[config.mk]
export PLATFORM = sky130hd
export DESIGN_NAME = hazard_forward_unit
export DESIGN_NICKNAME = d
export VERILOG_FILES = /design/src/rtl/riscv_hazard_pkg.sv /design/src/rtl/fwd_compare.sv /design/src/rtl/hazard_forward_unit.sv
export SDC_FILE = /design/constraint.sdc
export NUM_CORES = 1
export LEC_CHECK = 0
export BUFFER_PORTS_ARGS = -buffer_cell sky130_fd_sc_hd__buf_4
export CORE_UTILIZATION = 45
export DETAILED_ROUTE_END_ITERATION = 16
export GPL_TIMING_DRIVEN = 1
export PLACE_DENSITY = 0.84
export SYNTH_ARGS = -nofsm -noshare
export SYNTH_HDL_FRONTEND = slang
export SYNTH_SLANG_ARGS = --single-unit
export TNS_END_PERCENT = 20
[constraint.sdc]
create_clock -name clk -period 2.2 [get_ports clk]
set_input_delay 0.55 -clock clk [delete_from_list [all_inputs] [get_ports clk]]
set_output_delay 0.55 -clock clk [all_outputs]
set_load 0.03 [all_outputs]
[src/rtl/riscv_hazard_pkg.sv]
// riscv_hazard_pkg: shared types and constants for the hazard/forwarding unit
package riscv_hazard_pkg;
  typedef enum logic [1:0] {FWD_NONE = 2'b00, FWD_WB = 2'b01, FWD_MEM = 2'b10} fwd_sel_t;
  typedef enum logic [1:0] {RUN = 2'b00, LOAD_STALL = 2'b01, FLUSH = 2'b10, FREEZE = 2'b11} haz_state_t;
  localparam logic [4:0] REG_ZERO = 5'd0;
endpackage

[src/rtl/fwd_compare.sv]
// fwd_compare: selects the youngest in-flight producer of one EX source register
module fwd_compare
  import riscv_hazard_pkg::*;
(
  input  logic [4:0] rs,
  input  logic [4:0] memRd,
  input  logic       memWe,
  input  logic [4:0] wbRd,
  input  logic       wbWe,
  output fwd_sel_t   sel
);
  always_comb
    sel = (memWe && memRd != REG_ZERO && memRd == rs) ? FWD_MEM :
          (wbWe && wbRd != REG_ZERO && wbRd == rs) ? FWD_WB : FWD_NONE;
endmodule

[src/rtl/hazard_forward_unit.sv]
// hazard_forward_unit: stall/flush/freeze control and EX forwarding; HAZARD_PERF_CNT_EN adds cycle counters
module hazard_forward_unit
  import riscv_hazard_pkg::*;
(
  input  logic       clk,
  input  logic       rst,
  input  logic [4:0] rs1_ID,
  input  logic [4:0] rs2_ID,
  input  logic       usesRs1_ID,
  input  logic       usesRs2_ID,
  input  logic [4:0] rd_IDOut,
  input  logic [4:0] rs1_IDOut,
  input  logic [4:0] rs2_IDOut,
  input  logic       regWrite_IDOut,
  input  logic       memRead_IDOut,
  input  logic       branchTaken_EX,
  input  logic       memBusy_MEM,
  output logic       stallPC,
  output logic       stallIFID,
  output logic       bubbleIDEX,
  output logic       flushIFID,
  output logic       freeze,
  output logic [1:0] forwardA,
  output logic [1:0] forwardB,
  output logic [1:0] hazState
`ifdef HAZARD_PERF_CNT_EN
  ,
  output logic [31:0] stallCount,
  output logic [31:0] flushCount,
  output logic [31:0] freezeCount
`endif
);
  logic [4:0] mem_rd, wb_rd;
  logic       mem_we, wb_we, load_use;
  haz_state_t act, haz_q;
  fwd_sel_t   fwd_a, fwd_b;
  fwd_compare u_fwd_a (.rs(rs1_IDOut), .memRd(mem_rd), .memWe(mem_we), .wbRd(wb_rd), .wbWe(wb_we), .sel(fwd_a));
  fwd_compare u_fwd_b (.rs(rs2_IDOut), .memRd(mem_rd), .memWe(mem_we), .wbRd(wb_rd), .wbWe(wb_we), .sel(fwd_b));
  always_comb begin
    load_use = memRead_IDOut && rd_IDOut != REG_ZERO &&
               ((usesRs1_ID && rs1_ID == rd_IDOut) || (usesRs2_ID && rs2_ID == rd_IDOut));
    act = memBusy_MEM ? FREEZE : branchTaken_EX ? FLUSH : load_use ? LOAD_STALL : RUN;
  end
  assign freeze     = act == FREEZE;
  assign flushIFID  = act == FLUSH;
  assign stallPC    = act == FREEZE || act == LOAD_STALL;
  assign stallIFID  = stallPC;
  assign bubbleIDEX = act == FLUSH || act == LOAD_STALL;
  assign forwardA   = fwd_a;
  assign forwardB   = fwd_b;
  assign hazState   = haz_q;
  always_ff @(posedge clk)
    if (rst) begin
      mem_rd <= REG_ZERO;
      mem_we <= 1'b0;
      wb_rd  <= REG_ZERO;
      wb_we  <= 1'b0;
      haz_q  <= RUN;
    end else begin
      haz_q <= act;
      if (!freeze) begin
        mem_rd <= rd_IDOut;
        mem_we <= regWrite_IDOut;
        wb_rd  <= mem_rd;
        wb_we  <= mem_we;
      end
    end
`ifdef HAZARD_PERF_CNT_EN
  always_ff @(posedge clk)
    if (rst) begin
      stallCount  <= '0;
      flushCount  <= '0;
      freezeCount <= '0;
    end else begin
      if (act == LOAD_STALL) stallCount <= stallCount + 32'd1;
      if (act == FLUSH) flushCount <= flushCount + 32'd1;
      if (act == FREEZE) freezeCount <= freezeCount + 32'd1;
    end
`endif
endmodule

---- Word-level counts from Yosys, hierarchy flattened ----
Index checks and enable logic that the tools add are counted.
storage, ports and cells
  logic and storage cells ................. 37
  input bits .............................. 33
  register bits ........................... 14
  output and inout bits ................... 11
operators by class
  mux-type cells .......................... 7
  equality and inequality tests ........... 9
  reduce and logical (&&, ||, !) cells .... 16
operator list
  cell                  number
  $eq A5 B5 Y1          6
  $reduce_bool A5 Y1    3
  $logic_and A1 B1 Y1   10
  $mux W2               4
  $eq A2 B2 Y1 const B  2
  $logic_or A1 B1 Y1    3
  $mux W1               3
  $eq A2 B1 Y1 const B  1

---- Depth between registers and ports, before layout ----
Gate-level depths: netlist (run 1).
  word-level depth ........................ 9
  mapped depth ............................ 5

---- Modules after synthesis ----
A second synthesis (run 1) with hierarchy kept.
unflattened totals
  cell total of the unflattened synthesis .. 108
  area total of the unflattened synthesis .. 957.2 sq um
modules (own cells, without submodules)
  module               instances  area an instance (sq um)  cells an instance  seq. area each (sq um)
  hazard_forward_unit  1          654.4                     68                 280.3
  fwd_compare          2          151.4                     20                 0.0

---- Least setup slack after synthesis (run 1) ----
Ideal clock, no wire load.
  path type ............................... input -> output
  start point ............................. in rd_IDOut[3]
  end point ............................... out stallPC
  setup slack ............................. -0.626 ns
  arrival ................................. 2.276 ns
  data required time ...................... 1.650 ns
  buffers on the path ..................... 1
  stages on the path ...................... 5
  path through ............................ xor2_1 > nor4_1 > a32oi_1 > o31ai_1 > buf_4
on the way
  cells in the longest elaborated chain, start to end .. 9
  elaborated cells on any way between the ends .. 14
  classes of those cells .................. eq/ne: 4; mux: 3; reduce/logical: 7
RTL lines
  element                                       RTL line                   text
  from (decl)                                   hazard_forward_unit.sv:11  input logic [4:0] rd_IDOut,
  $eq A5 B5 Y1                                  hazard_forward_unit.sv:41  ((usesRs1_ID && rs1_ID == rd_IDOut) || (usesRs2_ID && rs2_ID == rd_IDOut));
  $logic_and A1 B1 Y1                           hazard_forward_unit.sv:41
  $logic_or A1 B1 Y1                            hazard_forward_unit.sv:41
  $logic_and A1 B1 Y1 *                         hazard_forward_unit.sv:40  load_use = memRead_IDOut && rd_IDOut != REG_ZERO &&
  $mux W1 *                                     hazard_forward_unit.sv:42  act = memBusy_MEM ? FREEZE : branchTaken_EX ? FLUSH : load_use ? LOAD_STALL : RUN;
  $mux W2 * (2 in series)                       hazard_forward_unit.sv:42
  $eq A2 B2 Y1 or $eq A2 B1 Y1 (tied branches)  hazard_forward_unit.sv:46  assign stallPC = act == FREEZE || act == LOAD_STALL;
  $logic_or A1 B1 Y1 *                          hazard_forward_unit.sv:46
  to (decl)                                     hazard_forward_unit.sv:18  output logic stallPC,
Every way passes the cells marked *; elsewhere a longest branch is shown, timed or not.

---- Final worst setup path (run 1) ----
  start point ............................. reg wb_rd[0]
  end point ............................... out forwardB[0]
on the way
  cells in the longest elaborated chain, start to end .. 5
  elaborated cells on any way between the ends .. 6
  classes of those cells .................. eq/ne: 1; mux: 2; reduce/logical: 3
RTL lines
  element                 RTL line                   text
  from (decl)             hazard_forward_unit.sv:33  logic [4:0] mem_rd, wb_rd;
  from (signal assigned)  hazard_forward_unit.sv:64  wb_rd <= mem_rd;
  $reduce_bool A5 Y1      fwd_compare.sv:14          (wbWe && wbRd != REG_ZERO && wbRd == rs) ? FWD_WB : FWD_NONE;
  $logic_and A1 B1 Y1     fwd_compare.sv:14
  $logic_and A1 B1 Y1 *   fwd_compare.sv:14
  $mux W1 *               fwd_compare.sv:14
  $mux W2 *               fwd_compare.sv:13          sel = (memWe && memRd != REG_ZERO && memRd == rs) ? FWD_MEM :
  to (decl)               hazard_forward_unit.sv:24  output logic [1:0] forwardB,
Marked as above.

==> results of run 1 <==
## worst min-delay path, cell delays in order
cell and delay [ns]:
buf_4 0.07, mux2i_1 0.06, nor2_1 0.08
## power breakdown
part	internal, mW	total (mW)	switching [mW]
clock network	0.0633	0.138	0.0751
logic	0.128	0.250	0.122
registers	0.266	0.277	0.0114
total	0.457	0.665	0.209
## placed cells by master (no fill, tap or decap)
master    instances
dfxtp_1           9
xor2_1           22
o21ai_1           2
dfxtp_4           1
nor4_2            2
nor4_4            4
nand2_1           1
and2_0            1
o31ai_2           1
buf_4            57
dfxtp_2           4
o22ai_1           1
clkbuf_4          3
xnor2_1           6
buf_6             9
nand3_1           2
or4_4             3
mux2i_1          12
nor2_1           14
xnor2_2           2
inv_1             2
o21ai_4           1
a32oi_2           1
or3_1             1
o31ai_4           1
or4_1             2
## registers in the layout, indices dropped and copies added (netlist names)
register  count
hazState      2
mem_rd        5
mem_we        1
wb_rd         5
wb_we         1
## layout make-up
class | instances | area (um2)
multi-input combinational | 79 | 718
tap | 25 | 31.3
timing repair buffer | 66 | 529
inverter | 2 | 7.51
fill | 88 | 223
clock buffer | 3 | 22.5
sequential | 14 | 289
## worst paths after layout
| path | slack (ns) | start | depth (start not counted) | endpoint |
|---|---|---|---|---|
| worst max-delay path | -0.18 | wb_rd[0]$_SDFFE_PP0P_ | 5 | forwardB[0] |
| worst min-delay path | 0.52 | regWrite_IDOut | 3 | mem_we$_SDFFE_PP0P_ |
| worst max register to register | 1.33 | wb_rd[3]$_SDFFE_PP0P_ | 4 | wb_rd[3]$_SDFFE_PP0P_ |
| worst min register to register | 0.55 | wb_we$_SDFFE_PP0P_ | 2 | wb_we$_SDFFE_PP0P_ |
## synth_stat cells, types with 2 or more instances
cell / n / area (um2)
o21ai_1: 2 / 10.0
nor4_2: 2 / 25.0
xor2_1: 22 / 193
or4_1: 3 / 22.5
nor4_1: 4 / 25.0
mux2i_1: 12 / 120
or4_2: 2 / 17.5
nor2_1: 14 / 52.6
xnor2_1: 8 / 70.1
o31ai_1: 2 / 15.0
clkbuf_1: 3 / 11.3
inv_1: 2 / 7.51
dfxtp_1: 14 / 280
nand3_1: 2 / 10.0
## layer usage
layer	track usage, %	up-vias	share of wire [%]
li1	-	474	-
met4	21.1	0	3.2
met3	6.54	14	3.5
met2	60.6	57	57
met1	27.8	483	36
met5	0	-	0
## logic make-up (layout without fill, tap and decap cells)
group | count (synthesis) | in the layout | synth area share, %
AOI/OAI and AO/OA | 7 | 7 | 5.35
xor gates and xnor gates | 30 | 30 | 28.8
buffers and inverters | 7 | 71 | 3.43
DFF | 14 | 14 | 30.7
muxes | 12 | 12 | 13.2
and+or+nand+nor | 30 | 30 | 18.5
## what timing repair did
action | CTS | global route
endpoints found under the setup margin | 7 | 7
gates cloned | 0 | 0
pin swaps | 13 | 4
gates resized for setup | 21 | 5
setup buffers | 3 | 0
==> summary.md, run 1 <==
| Metric | Value |
|---|---|
| Outcome | `finished, violations left` |
| Failing checks | `negative setup slack` |
| Hold Slack | `about 0.52 ns` |
| Netlist cell types | `22` |
| Most Frequent Cell on Critical Path | `buf_6` |
| Clock Pin Slew Worst Setup and Hold Paths | `around 0.080 ns` |
| IO Port Bufs | `43` |
| Crit path launch type | `register` |
| GRT Overall Usage | `between 30% and 40%` |
| First-pass GRT wire length | `4670 um` |
| GR Overflow Total | `0` |
| Final worst-path cycle share | `108%` |
| Synthesis Warnings | `0` |
| Hold Buf Count CTS | `0` |
| Critical path class | `reg2out` |
| Hold Path Class | `in2reg` |
| Die area | `approximately 0.0022 mm2` |
| Clk buf depth | `2` |
| Worst Tran Pin Value | `0.339 ns` |
| Via count | `roughly 1000` |
| Layout cells sized above 1 | `a little over half` |
| Area grow syn2layout | `75.2%` |
| Crit end category | `primary output` |
| Worst endpoint data arrival time | `about 1.8 ns` |
| First drt pass iteration count | `4` |
| PD cells | `416 mW/mm2` |
| Total negative slack | `-0.753 ns` |
| Buf/Inv on CP | `2` |
| Final setup violation count | `7` |
| Nets | `about 200` |
| Slew Limit Fails | `0` |
| TritonCTS clock tree | `built` |
| Pre-CTS setup slack | `-0.198 ns` |
| Vias in the first global route | `between 1000 and 1500` |
| CORE AREA | `0.00182 mm2` |
| Avg Vias per Cell | `5.44` |
| DRT iter0 DRCs | `15` |
| Slew HR | `a little under 80%` |
| Crit-path cells | `buf_6 > xor2_1 > or4_4 > nor4_4 > buf_6` |
| Crit-path max FO | `3` |
| Post-synth net total | `about 130` |
| Maximum vdd drop | `0.000342 V` |
| I/O Pins | `44` |
| DRC | `0` |
| Final Util | `around 90%` |
| TritonCTS buffer count | `3` |
| CP max-delay cell | `or4_4` |
| Design area | `between 0.0015 and 0.002 mm2` |
| Avg Inst Size Synth | `9.12 um2` |
| GPL Wtd Cong | `slightly below 0.9` |
| Register area share after synthesis | `a little under a third` |
| Max Fclk | `about 0.42 GHz` |
| Most used flip-flop cell after synthesis | `dfxtp_1` |
| Final hold violation count | `0` |
| Max incr delay on CP | `0.50 ns` |
| Final std cells w/o fill | `189` |
| Cell Area, Placed | `0.00146 mm2` |
| Cells after Synth | `100` |
| Largest net degree at the start of global routing | `16` |
| Pwr Total | `665 uW` |
| CTS Sinks | `14` |
| Row count | `15` |
| Post-Syn Area | `approximately 910 um2` |
| Detailed Route WL | `slightly above 3000 um` |
| Post-synth EDFFs | `0` |
| Ys async rst share | `0%` |
| Average wire per cell in the routed design | `roughly 16 um` |
| Antenna Cells | `0` |
| Tmin final | `roughly 2.4 ns` |
| DP Cell Count | `185` |
| Die Ht | `47.0 um` |
| Initial antenna violation count | `0` |
| Fin worst setup slack | `-0.177 ns` |
| Initial Utilization | `about half` |
| Worst endpoint required time | `roughly 1.7 ns` |
| Max Cap Viol | `0` |
| Leakage power | `between 0.7 and 0.8 nW` |
| Hpwl dp | `between 2000 and 2500 um` |
| Skew final | `approximately 0.0020 ns` |
| Register bit count reported by yosys | `14` |
| Clock Latency Late Sink | `0.27 ns` |
| Routed Antenna Nets | `0` |
| Root buffer cell | `clkbuf_4` |
| H-tree levels | `1` |
| RSZ-0062 raised after global routing | `yes` |
| Die Span X | `47.0 um` |
| CP top delay family | `simple AND/OR/NAND/NOR gates` |
No activity file was read; power rests on OpenSTA's default activity.
==> run 2: changes to the inputs <==
- TNS_END_PERCENT: 20 -> default
==> run 2 against run 1 <==
Net effect: the run still ends with negative setup slack left; routed wire length up 28%; design area rose by 7.8%; via count is 8.3% higher; critical endpoint unchanged; critical path depth is the same; clock-buffer cell count up 1; hold slack improved by 0.019 ns; setup slack got worse by 0.068 ns; maximum frequency down 2.8%; register-to-register slack worse by 0.07 ns; clock power rose by 40%; cell count unchanged.
==> summary.md, run 2 (synthesis gave the netlist of run 1 again) <==
| Metric | Value |
|---|---|
| Maximum vdd drop | `0.000381 V (+11%)` |
| DP Cell Count | `182 (-1.6%)` |
| Worst endpoint data arrival time | `1.90 ns (+0.07 ns)` |
| Crit end category | `primary output` |
| GRT Overall Usage | `36.6% (+5.6 points)` |
| Initial antenna violation count | `0 (unchanged)` |
| Skew final | `0.0123 ns (+0.0103 ns)` |
| Max Fclk | `0.409 GHz (-2.8%)` |
| Layout cells sized above 1 | `62.2% (+7.9 points)` |
| Area grow syn2layout | `88.8%` |
| Via count | `1113 (+8.3%)` |
| I/O Pins | `44 (unchanged)` |
| GR Overflow Total | `0 (unchanged)` |
| Pwr Total | `760 uW (+14%)` |
| CTS Sinks | `14 (unchanged)` |
| Commonest non-fill, non-tap cell in the layout | `buf_4` |
| Average wire per cell in the routed design | `21.0 um (+28%)` |
| Initial Utilization | `50.1% (unchanged)` |
| Leakage power | `0.802 nW (+4.8%)` |
| Final setup violation count | `6 (-1)` |
| Total negative slack | `-1.15 ns (-0.400 ns)` |
| GPL Wtd Cong | `0.837 (-4.6%)` |
| Vias in the first global route | `1139 (+4.2%)` |
| Hold Slack | `0.535 ns (+0.0190 ns)` |
| Max Cap Viol | `0 (unchanged)` |
| Design area | `0.00172 mm2 (+7.8%)` |
| First drt pass iteration count | `4 (unchanged)` |
| Worst endpoint required time | `1.65 ns (about the same)` |
| IO Port Bufs | `43 (unchanged)` |
| Final worst-path cycle share | `111% (+3.1 points)` |
| RSZ-0062 raised after global routing | `yes` |
| Avg Vias per Cell | `5.89 (+8.3%)` |
| Antenna Cells | `0 (unchanged)` |
| Nets | `198 (-0.50%)` |
| Slew HR | `77.6% (+0.39 points)` |
| Critical path class | `reg2out` |
| DRC | `0 (unchanged)` |
| Final Util | `94.6% (+6.8 points)` |
| Tmin final | `2.45 ns (+0.0684 ns)` |
| Cell Area, Placed | `0.00146 mm2 (unchanged)` |
| Clock Pin Slew Worst Setup and Hold Paths | `0.10 ns (+0.02 ns)` |
| Worst Tran Pin Value | `0.333 ns (-0.00606 ns)` |
| Final std cells w/o fill | `189 (unchanged)` |
| Final hold violation count | `0 (unchanged)` |
| Fin worst setup slack | `-0.246 ns (-0.0684 ns)` |
| Outcome | `finished, violations left` |
| Routed Antenna Nets | `0 (unchanged)` |
| Pre-CTS setup slack | `-0.219 ns (-0.0211 ns)` |
| Row count | `15 (unchanged)` |
| Clk buf depth | `2 (unchanged)` |
| Most frequent cells in the layout | `50 x buf_4, 20 x xor2_1, 14 x nor2_1, 14 x buf_6, 12 x mux2i_1` |
| PD cells | `441 mW/mm2 (+6.0%)` |
| Largest net degree at the start of global routing | `16 (unchanged)` |
| Crit-path max FO | `3 (unchanged)` |
| Hpwl dp | `2020 um (-3.4%)` |
| Failing checks | `negative setup slack` |
| Die Span X | `47.0 um (unchanged)` |
| TritonCTS clock tree | `built` |
| Die area | `0.00221 mm2 (unchanged)` |
| CORE AREA | `0.00182 mm2 (unchanged)` |
| H-tree levels | `1 (unchanged)` |
| Root buffer cell | `clkbuf_4` |
| Hold Buf Count CTS | `0 (unchanged)` |
| Clock Latency Late Sink | `0.29 ns (+0.02 ns)` |
| Crit path launch type | `register` |
| Die Ht | `47.0 um (unchanged)` |
| First-pass GRT wire length | `5350 um (+15%)` |
| Detailed Route WL | `3960 um (+28%)` |
| DRT iter0 DRCs | `19 (+4)` |
| Slew Limit Fails | `0 (unchanged)` |
| TritonCTS buffer count | `3 (unchanged)` |
| Hold Path Class | `in2reg` |
-- run 2: cell type report --
cell class              count  area [um2]
well taps                  25        31.3
clock buffers               4        36.3
flip-flops and latches     14         292
inverters                   2        7.51
multi-input cells          79         807
fillers                    42        98.8
repair buffers             65         548
-- run 2: power by group --
part	switching (mW)	internal, mW
clock network	0.0926	0.101
registers	0.0138	0.268
logic	0.141	0.144
total	0.247	0.512
-- run 2: repair_timing --
action                                  CTS  global route
gates resized for setup                  27            17
endpoints found under the setup margin    7             7
buffers inserted                          4             0
pin swaps                                16             4
cloned                                    0             0
-- run 2: worst paths after layout --
kind / cells past startpoint / end / slack, ns / startpoint
max: 5 / forwardB[0] / -0.25 / wb_rd[0]$_SDFFE_PP0P_
min: 2 / wb_rd[2]$_SDFFE_PP0P_ / 0.54 / rst
max reg2reg: 4 / wb_rd[0]$_SDFFE_PP0P_ / 1.26 / mem_rd[0]$_SDFFE_PP0P_
min reg2reg: 2 / wb_rd[0]$_SDFFE_PP0P_ / 0.61 / wb_rd[0]$_SDFFE_PP0P_
-- run 2: worst max-delay path, stage by stage, from the launching register on --
cell     delay [ns]
dfxtp_2        0.35
buf_4          0.15
xor2_1         0.16
or4_4          0.49
nor4_4         0.29
buf_6          0.16
-- run 2: layer usage --
metal  wire, um  up-vias  part of all wire, %  global-route usage, %
met2       2060       89                   52                   66.4
met4        338        0                  8.5                   26.3
met5          0        -                    0                      0
li1           -      471                    -                      -
met3        239       40                  6.0                   15.0
met1       1320      513                   33                   32.2
